`config.mk`:
```
export PLATFORM = sky130hd
export DESIGN_NAME = nem_ohmux_sel_drv
export DESIGN_NICKNAME = d
export VERILOG_FILES = /design/src/rtl/nem_relay_pkg.sv /design/src/rtl/nem_settle_cnt.sv /design/src/rtl/nem_ohmux_sel_drv.sv
export SDC_FILE = /design/constraint.sdc
export NUM_CORES = 1
export LEC_CHECK = 0
export CAP_MARGIN = 20
export CORE_MARGIN = 3
export CORE_UTILIZATION = 47
export DETAILED_ROUTE_END_ITERATION = 10
export HOLD_SLACK_MARGIN = 0.03
export PLACE_DENSITY = 0.77
export SLEW_MARGIN = 20
export SYNTH_ARGS = -nofsm -noshare
export SYNTH_HDL_FRONTEND = slang
export SYNTH_SLANG_ARGS = --single-unit
```
`constraint.sdc`:
```
create_clock -name CP -period 1.6 [get_ports CP]
set_input_delay 0.32 -clock CP [delete_from_list [all_inputs] [get_ports CP]]
set_output_delay 0.32 -clock CP [all_outputs]
set_load 0.01 [all_outputs]
```
`src/rtl/nem_relay_pkg.sv`:
```
// Shared types and helpers for the NEM relay select-line driver.
// Holds the controller state encoding, one-hot decode and counter sizing.
package nem_relay_pkg;

    typedef enum logic [1:0] {
        StIdle  = 2'd0,
        StBreak = 2'd1,
        StMake  = 2'd2
    } relay_state_e;

    localparam int unsigned MaxIn = 64;

    // Indices outside [0, n) decode to all-zero, i.e. every relay open.
    function automatic logic [MaxIn-1:0] onehot(input int unsigned idx, input int unsigned n);
        logic [MaxIn-1:0] v;
        v = '0;
        if (idx < n && idx < MaxIn) begin
            v[idx[5:0]] = 1'b1;
        end
        return v;
    endfunction

    function automatic int unsigned cnt_width(input int unsigned a, input int unsigned b);
        int unsigned m;
        m = (a > b) ? a : b;
        return (m < 1) ? 1 : $clog2(m + 1);
    endfunction

endpackage

```
`src/rtl/nem_settle_cnt.sv`:
```
// Loadable down-counter timing the relay break and make intervals.
// Holds at zero rather than wrapping; the controller reloads it on every state entry.
module nem_settle_cnt #(
    parameter int unsigned W = 4
) (
    input  logic         clk_i,
    input  logic         rst_ni,
    input  logic         load_i,
    input  logic [W-1:0] load_val_i,
    input  logic         en_i,
    output logic         zero_o
);

    logic [W-1:0] cnt_q, cnt_d;

    always_comb begin
        cnt_d = cnt_q;
        if (load_i) begin
            cnt_d = load_val_i;
        end else if (en_i && cnt_q != '0) begin
            cnt_d = cnt_q - W'(1);
        end
    end

    always_ff @(posedge clk_i or negedge rst_ni) begin
        if (!rst_ni) begin
            cnt_q <= '0;
        end else begin
            cnt_q <= cnt_d;
        end
    end

    assign zero_o = (cnt_q == '0);

endmodule

```
`src/rtl/nem_ohmux_sel_drv.sv`:
```
// Break-before-make select driver for the NEM one-hot inverting mux cells.
// Opens all relays, waits the release time, closes the target, then waits the settle time.
module nem_ohmux_sel_drv
    import nem_relay_pkg::*;
#(
    parameter int unsigned N_IN      = 2,
    parameter int unsigned BREAK_CYC = 4,
    parameter int unsigned MAKE_CYC  = 8,
    parameter int unsigned SEL_W     = $clog2(N_IN)
) (
    input  logic             CP,
    input  logic             CDN,
    input  logic             req_valid,
    output logic             req_ready,
    input  logic [SEL_W-1:0] req_sel,
    input  logic             req_off,
    output logic [N_IN-1:0]  S,
    output logic             sel_stable,
    output logic             done,
    output logic             err
);

    localparam int unsigned CntW = cnt_width(BREAK_CYC, MAKE_CYC);
    localparam logic [CntW-1:0] BreakLd = CntW'(BREAK_CYC - 1);
    localparam logic [CntW-1:0] MakeLd  = CntW'(MAKE_CYC - 1);

    relay_state_e    state_q, state_d;
    logic [N_IN-1:0] s_q, s_d;
    logic [N_IN-1:0] tgt_q, tgt_d;
    logic            off_q, off_d;
    logic            stable_q, stable_d;
    logic            done_q, done_d;
    logic            err_q, err_d;

    logic            cnt_load;
    logic [CntW-1:0] cnt_val;
    logic            cnt_zero;
    logic            sel_oor;
    logic [N_IN-1:0] req_oh;

    assign sel_oor = (32'(req_sel) >= N_IN);
    assign req_oh  = N_IN'(onehot(32'(req_sel), N_IN));

    nem_settle_cnt #(
        .W (CntW)
    ) u_settle_cnt (
        .clk_i      (CP),
        .rst_ni     (CDN),
        .load_i     (cnt_load),
        .load_val_i (cnt_val),
        .en_i       (state_q != StIdle),
        .zero_o     (cnt_zero)
    );

    always_comb begin
        state_d  = state_q;
        s_d      = s_q;
        tgt_d    = tgt_q;
        off_d    = off_q;
        stable_d = stable_q;
        done_d   = 1'b0;
        err_d    = 1'b0;
        cnt_load = 1'b0;
        cnt_val  = '0;
        unique case (state_q)
            StIdle: begin
                if (req_valid) begin
                    if (!req_off && sel_oor) begin
                        err_d = 1'b1;
                    end else if (!req_off && stable_q && s_q == req_oh) begin
                        done_d = 1'b1;
                    end else begin
                        // Break always runs, even from all-open, to keep latency fixed.
                        state_d  = StBreak;
                        s_d      = '0;
                        stable_d = 1'b0;
                        tgt_d    = req_off ? '0 : req_oh;
                        off_d    = req_off;
                        cnt_load = 1'b1;
                        cnt_val  = BreakLd;
                    end
                end
            end
            StBreak: begin
                if (cnt_zero) begin
                    if (off_q) begin
                        state_d = StIdle;
                        done_d  = 1'b1;
                    end else begin
                        state_d  = StMake;
                        s_d      = tgt_q;
                        cnt_load = 1'b1;
                        cnt_val  = MakeLd;
                    end
                end
            end
            StMake: begin
                if (cnt_zero) begin
                    state_d  = StIdle;
                    stable_d = 1'b1;
                    done_d   = 1'b1;
                end
            end
            default: begin
                state_d = StIdle;
                s_d     = '0;
            end
        endcase
    end

    always_ff @(posedge CP or negedge CDN) begin
        if (!CDN) begin
            state_q  <= StIdle;
            s_q      <= '0;
            tgt_q    <= '0;
            off_q    <= 1'b0;
            stable_q <= 1'b0;
            done_q   <= 1'b0;
            err_q    <= 1'b0;
        end else begin
            state_q  <= state_d;
            s_q      <= s_d;
            tgt_q    <= tgt_d;
            off_q    <= off_d;
            stable_q <= stable_d;
            done_q   <= done_d;
            err_q    <= err_d;
        end
    end

    // Gated by CDN so every output reads 0 while reset is held.
    assign req_ready  = (state_q == StIdle) && CDN;
    assign S          = s_q;
    assign sel_stable = stable_q;
    assign done       = done_q;
    assign err        = err_q;

endmodule

```
==> metrics.md <==
| Metric | Value |
|---|---|
| Routed WL | `roughly 1900 um` |
| Die W | `47.0 um` |
| Crit path time final | `about 1.5 ns` |
| Max FO, Critical Path | `2` |
| FF-to-FF End | `S[0]$_DFFE_PN0P_` |
| Via count | `roughly 730` |
| Root buffer cell | `clkbuf_4` |
| H-tree depth | `1` |
| Vias in the first global route | `between 600 and 700` |
| Area grow syn2layout | `36.8%` |
| Ranking of synthesized cells by area | `dfrtp_1 (41%), mux2_4 (3.8%), nor2b_1 (3.2%)` |
| WL per Instance | `15.3 um` |
| Diode count | `0` |
| Count leader, synth | `dfrtp_1` |
| Worst-Skew Late Latency | `roughly 0.27 ns` |
| Slowest stage delay, CP | `approximately 0.37 ns` |
| Final Max Tran Viols | `0` |
| Rows | `14` |
| Layout Nets | `~110` |
| First-pass GRT wire length | `around 2700 um` |
| Outcome | `finished, final reports clean` |
| Initial Util | `between 50 and 60%` |
| Post-layout util | `between 70% and 80%` |
| FF+latch count, synth | `13` |
| Mapped cell area | `between 700 and 800 um^2` |
| Finished Layout Cells | `122` |
| CP arrival | `around 1.7 ns` |
| IO Count | `11` |
| Sequential area share after synthesis | `41.2%` |
| Global placer's final weighted congestion | `between 0.8 and 0.9` |
| Global route total overflow | `0` |
| Final Hold Fails | `0` |
| Peak VDD IR | `~0.0010 V` |
| Syn Inst Count | `just under 80` |
| Worst-path clk slew | `approximately 0.080 ns` |
| Max Fclk | `about 650 MHz` |
| FF-to-FF setup slack | `just over 0.05 ns` |
| Iter 0 DRT Violations | `22` |
| DP Cell Count | `118` |
| CTS Buf Count | `3` |
| R2R Path Start | `u_settle_cnt.cnt_q[0]$_DFFE_PN0P_` |
| Final ANT Viol Nets | `0` |
| Post-DP HPWL | `1400 um` |
| Core area | `around 1500 um^2` |
| Syn Nets | `85` |
| Share of cells above drive strength 1 | `about a third` |
| CTS tree | `done` |
| Avg Inst Size Synth | `9.99 um^2` |
| Die height | `about 47 um` |
| Clock buffer depth | `2` |
| Worst r2r path cells | `6` |
| P_int | `between 0.001 and 0.0015 W` |
| Warnings from Yosys | `0` |
| Max_cap viols | `0` |
| Fin crit share | `between 90 and 100%` |
| PwrDens | `roughly 1600 nW/um^2` |
| Psw | `0.000682 W` |
| Final Skew | `about 0.0043 ns` |
| Min-Delay Path Class | `primary input to async pin` |
| Cell taking the most area after synthesis | `dfrtp_1` |
| Fin Hold WS | `approximately 0.37 ns` |
| Fill cell count | `~110` |
| DRT Pass-1 Iters | `4` |
| Die area | `around 2200 um^2` |
| Buffers added on ports | `9` |
| RSZ-0062 raised after global routing | `yes` |
| Count of different cell masters after synthesis | `41` |
| Slowest CP cell | `dfrtp_1` |
| Pin count of the biggest net entering global routing | `14` |
| Initial antenna violation count | `0` |
| Reg power frac | `around a third` |
| Cell Chain, Critical Path | `inv_2 > ha_4 > nor3b_4 > a221oi_2 > nand2_1 > mux2_1` |
| Share of the synthesized area in the top cell type | `41.2%` |
| Ys async rst share | `100%` |
| CP Data Required Time | `1.76 ns` |
| Setup bufs post-CTS | `0` |
| CP endpoint kind | `flip-flop` |
| Vias per inst | `between 5 and 6` |
| # setup viols final | `0` |
| Setup CP Type | `flip-flop to flip-flop` |
| Clock power share | `between 10% and 20%` |
| Worst setup SP type | `flip-flop` |
| Predominant post-synthesis flop cell | `dfrtp_1` |
| CTS sink count | `13` |
| Leak pwr | `approximately 0.51 nW` |
| Switching share of power | `between 30 and 40%` |
| GRT Total Usage | `between 10% and 20%` |
| Logic pwr share | `approximately 56%` |
| Top cells by count, synth | `dfrtp_1 (13), a21oi_1 (4), nand2_1 (4), nor2b_1 (4)` |
| DRC | `0` |
| CTS Hold Bufs | `0` |
| EDFF count, synth | `0` |
per-layer routing:
metal / share of wire (%) / vias to the layer above / GRT usage, %
li1: - / 343 / -
met1: 42 / 355 / 22.2
met2: 49 / 23 / 28.5
met3: 6.7 / 4 / 6.90
met4: 2.1 / 0 / 7.73
met5: 0 / - / 0
cells in the final DEF, fill, tap and decap left out, types with 2 or more instances in the layout:
cell type,instances
dfrtp_1,13
mux2i_1,2
clkbuf_4,3
dlygate4sd2_1,2
a21oi_1,4
buf_4,17
nand2b_1,2
a211oi_1,2
mux2_4,3
and2_1,2
nand3b_1,2
clkdlybuf4s50_1,5
inv_2,3
nor4_1,2
a21o_1,2
nand3_1,2
nor2_1,3
o21ai_0,3
nand2_1,4
nor2b_1,3
worst max-delay path, delay by kind of cell (launching register included):
| kind | cells | cell delay, ns |
|---|---|---|
| flip-flops | 1 | 0.37 |
| AO/OA/AOI/OAI | 1 | 0.26 |
| multiplexers | 1 | 0.32 |
| AND/OR/NAND/NOR | 2 | 0.28 |
| adder cells (fa/ha/maj) | 1 | 0.15 |
| buffers and inverters | 1 | 0.06 |
metrics by stage:
step                      total power (W)  setup slack (ns)  area [um^2]  setup TNS (ns)
after floorplan                   0.00109            0.0184          792               0
after global placement            0.00147            -0.291         1030           -2.72
after detailed placement          0.00149            -0.344         1030           -3.23
after CTS                         0.00168           0.00233         1050               0
after global routing              0.00187           -0.0303         1080         -0.0405
final                             0.00176            0.0503         1080               0
final cells by class:
cell class                 count  area (um^2)  share of cell area (%)
sequential                    13          325                    30.1
clock buffer                   4         26.3                    2.43
tap                           16         20.0                    1.85
timing repair buffer          27          233                    21.6
inverter                       4         15.0                    1.39
multi-input combinational     58          460                    42.6
repair_timing:
| item | 4_1_cts | 5_1_grt |
|---|---|---|
| endpoints found under the setup margin | 6 | 4 |
| resized for setup | 3 | 10 |
| pin swaps | 3 | 3 |
state kept, by name, indices dropped and copies added (netlist names):
name                cells
state_q                 2
u_settle_cnt.cnt_q      4
S                       2
off_q                   1
done                    1
tgt_q                   2
sel_stable              1
logic make-up (layout without fill, tap and decap cells):
| family | after synthesis | after routing | synth area share [%] |
|---|---|---|---|
| compound gates | 21 | 21 | 19.0 |
| other cells | 1 | 1 | 0.475 |
| simple gates | 29 | 29 | 24.1 |
| buf+inv | 8 | 35 | 4.44 |
| flops | 13 | 13 | 41.2 |
| mux | 6 | 6 | 9.19 |
| fa+ha+maj | 1 | 1 | 1.58 |
worst max-delay path by stage:
stage | end | slack [ns] | from
global route | S[0]$_DFFE_PN0P_ | -0.03 | u_settle_cnt.cnt_q[0]$_DFFE_PN0P_
global placement | tgt_q[1]$_DFFE_PN0P_ | -0.29 | req_sel
floorplan | tgt_q[0]$_DFFE_PN0P_ | 0.02 | S[1]$_DFFE_PN0P_
CTS | S[0] | 0.002 | S[0]$_DFFE_PN0P_
detailed placement | tgt_q[1]$_DFFE_PN0P_ | -0.34 | req_sel
finish | S[0]$_DFFE_PN0P_ | 0.05 | u_settle_cnt.cnt_q[0]$_DFFE_PN0P_
power by group through the flow:
stage / combinational [W] / clock [W] / sequential (W)
finish: 0.000994 / 0.000199 / 0.000566
global route: 0.00107 / 0.000220 / 0.000579
CTS: 0.000926 / 0.000204 / 0.000554
detailed placement: 0.000933 / 0 / 0.000561
global placement: 0.000909 / 0 / 0.000558
floorplan: 0.000571 / 0 / 0.000523
Power figures use the tool's default switching activity.
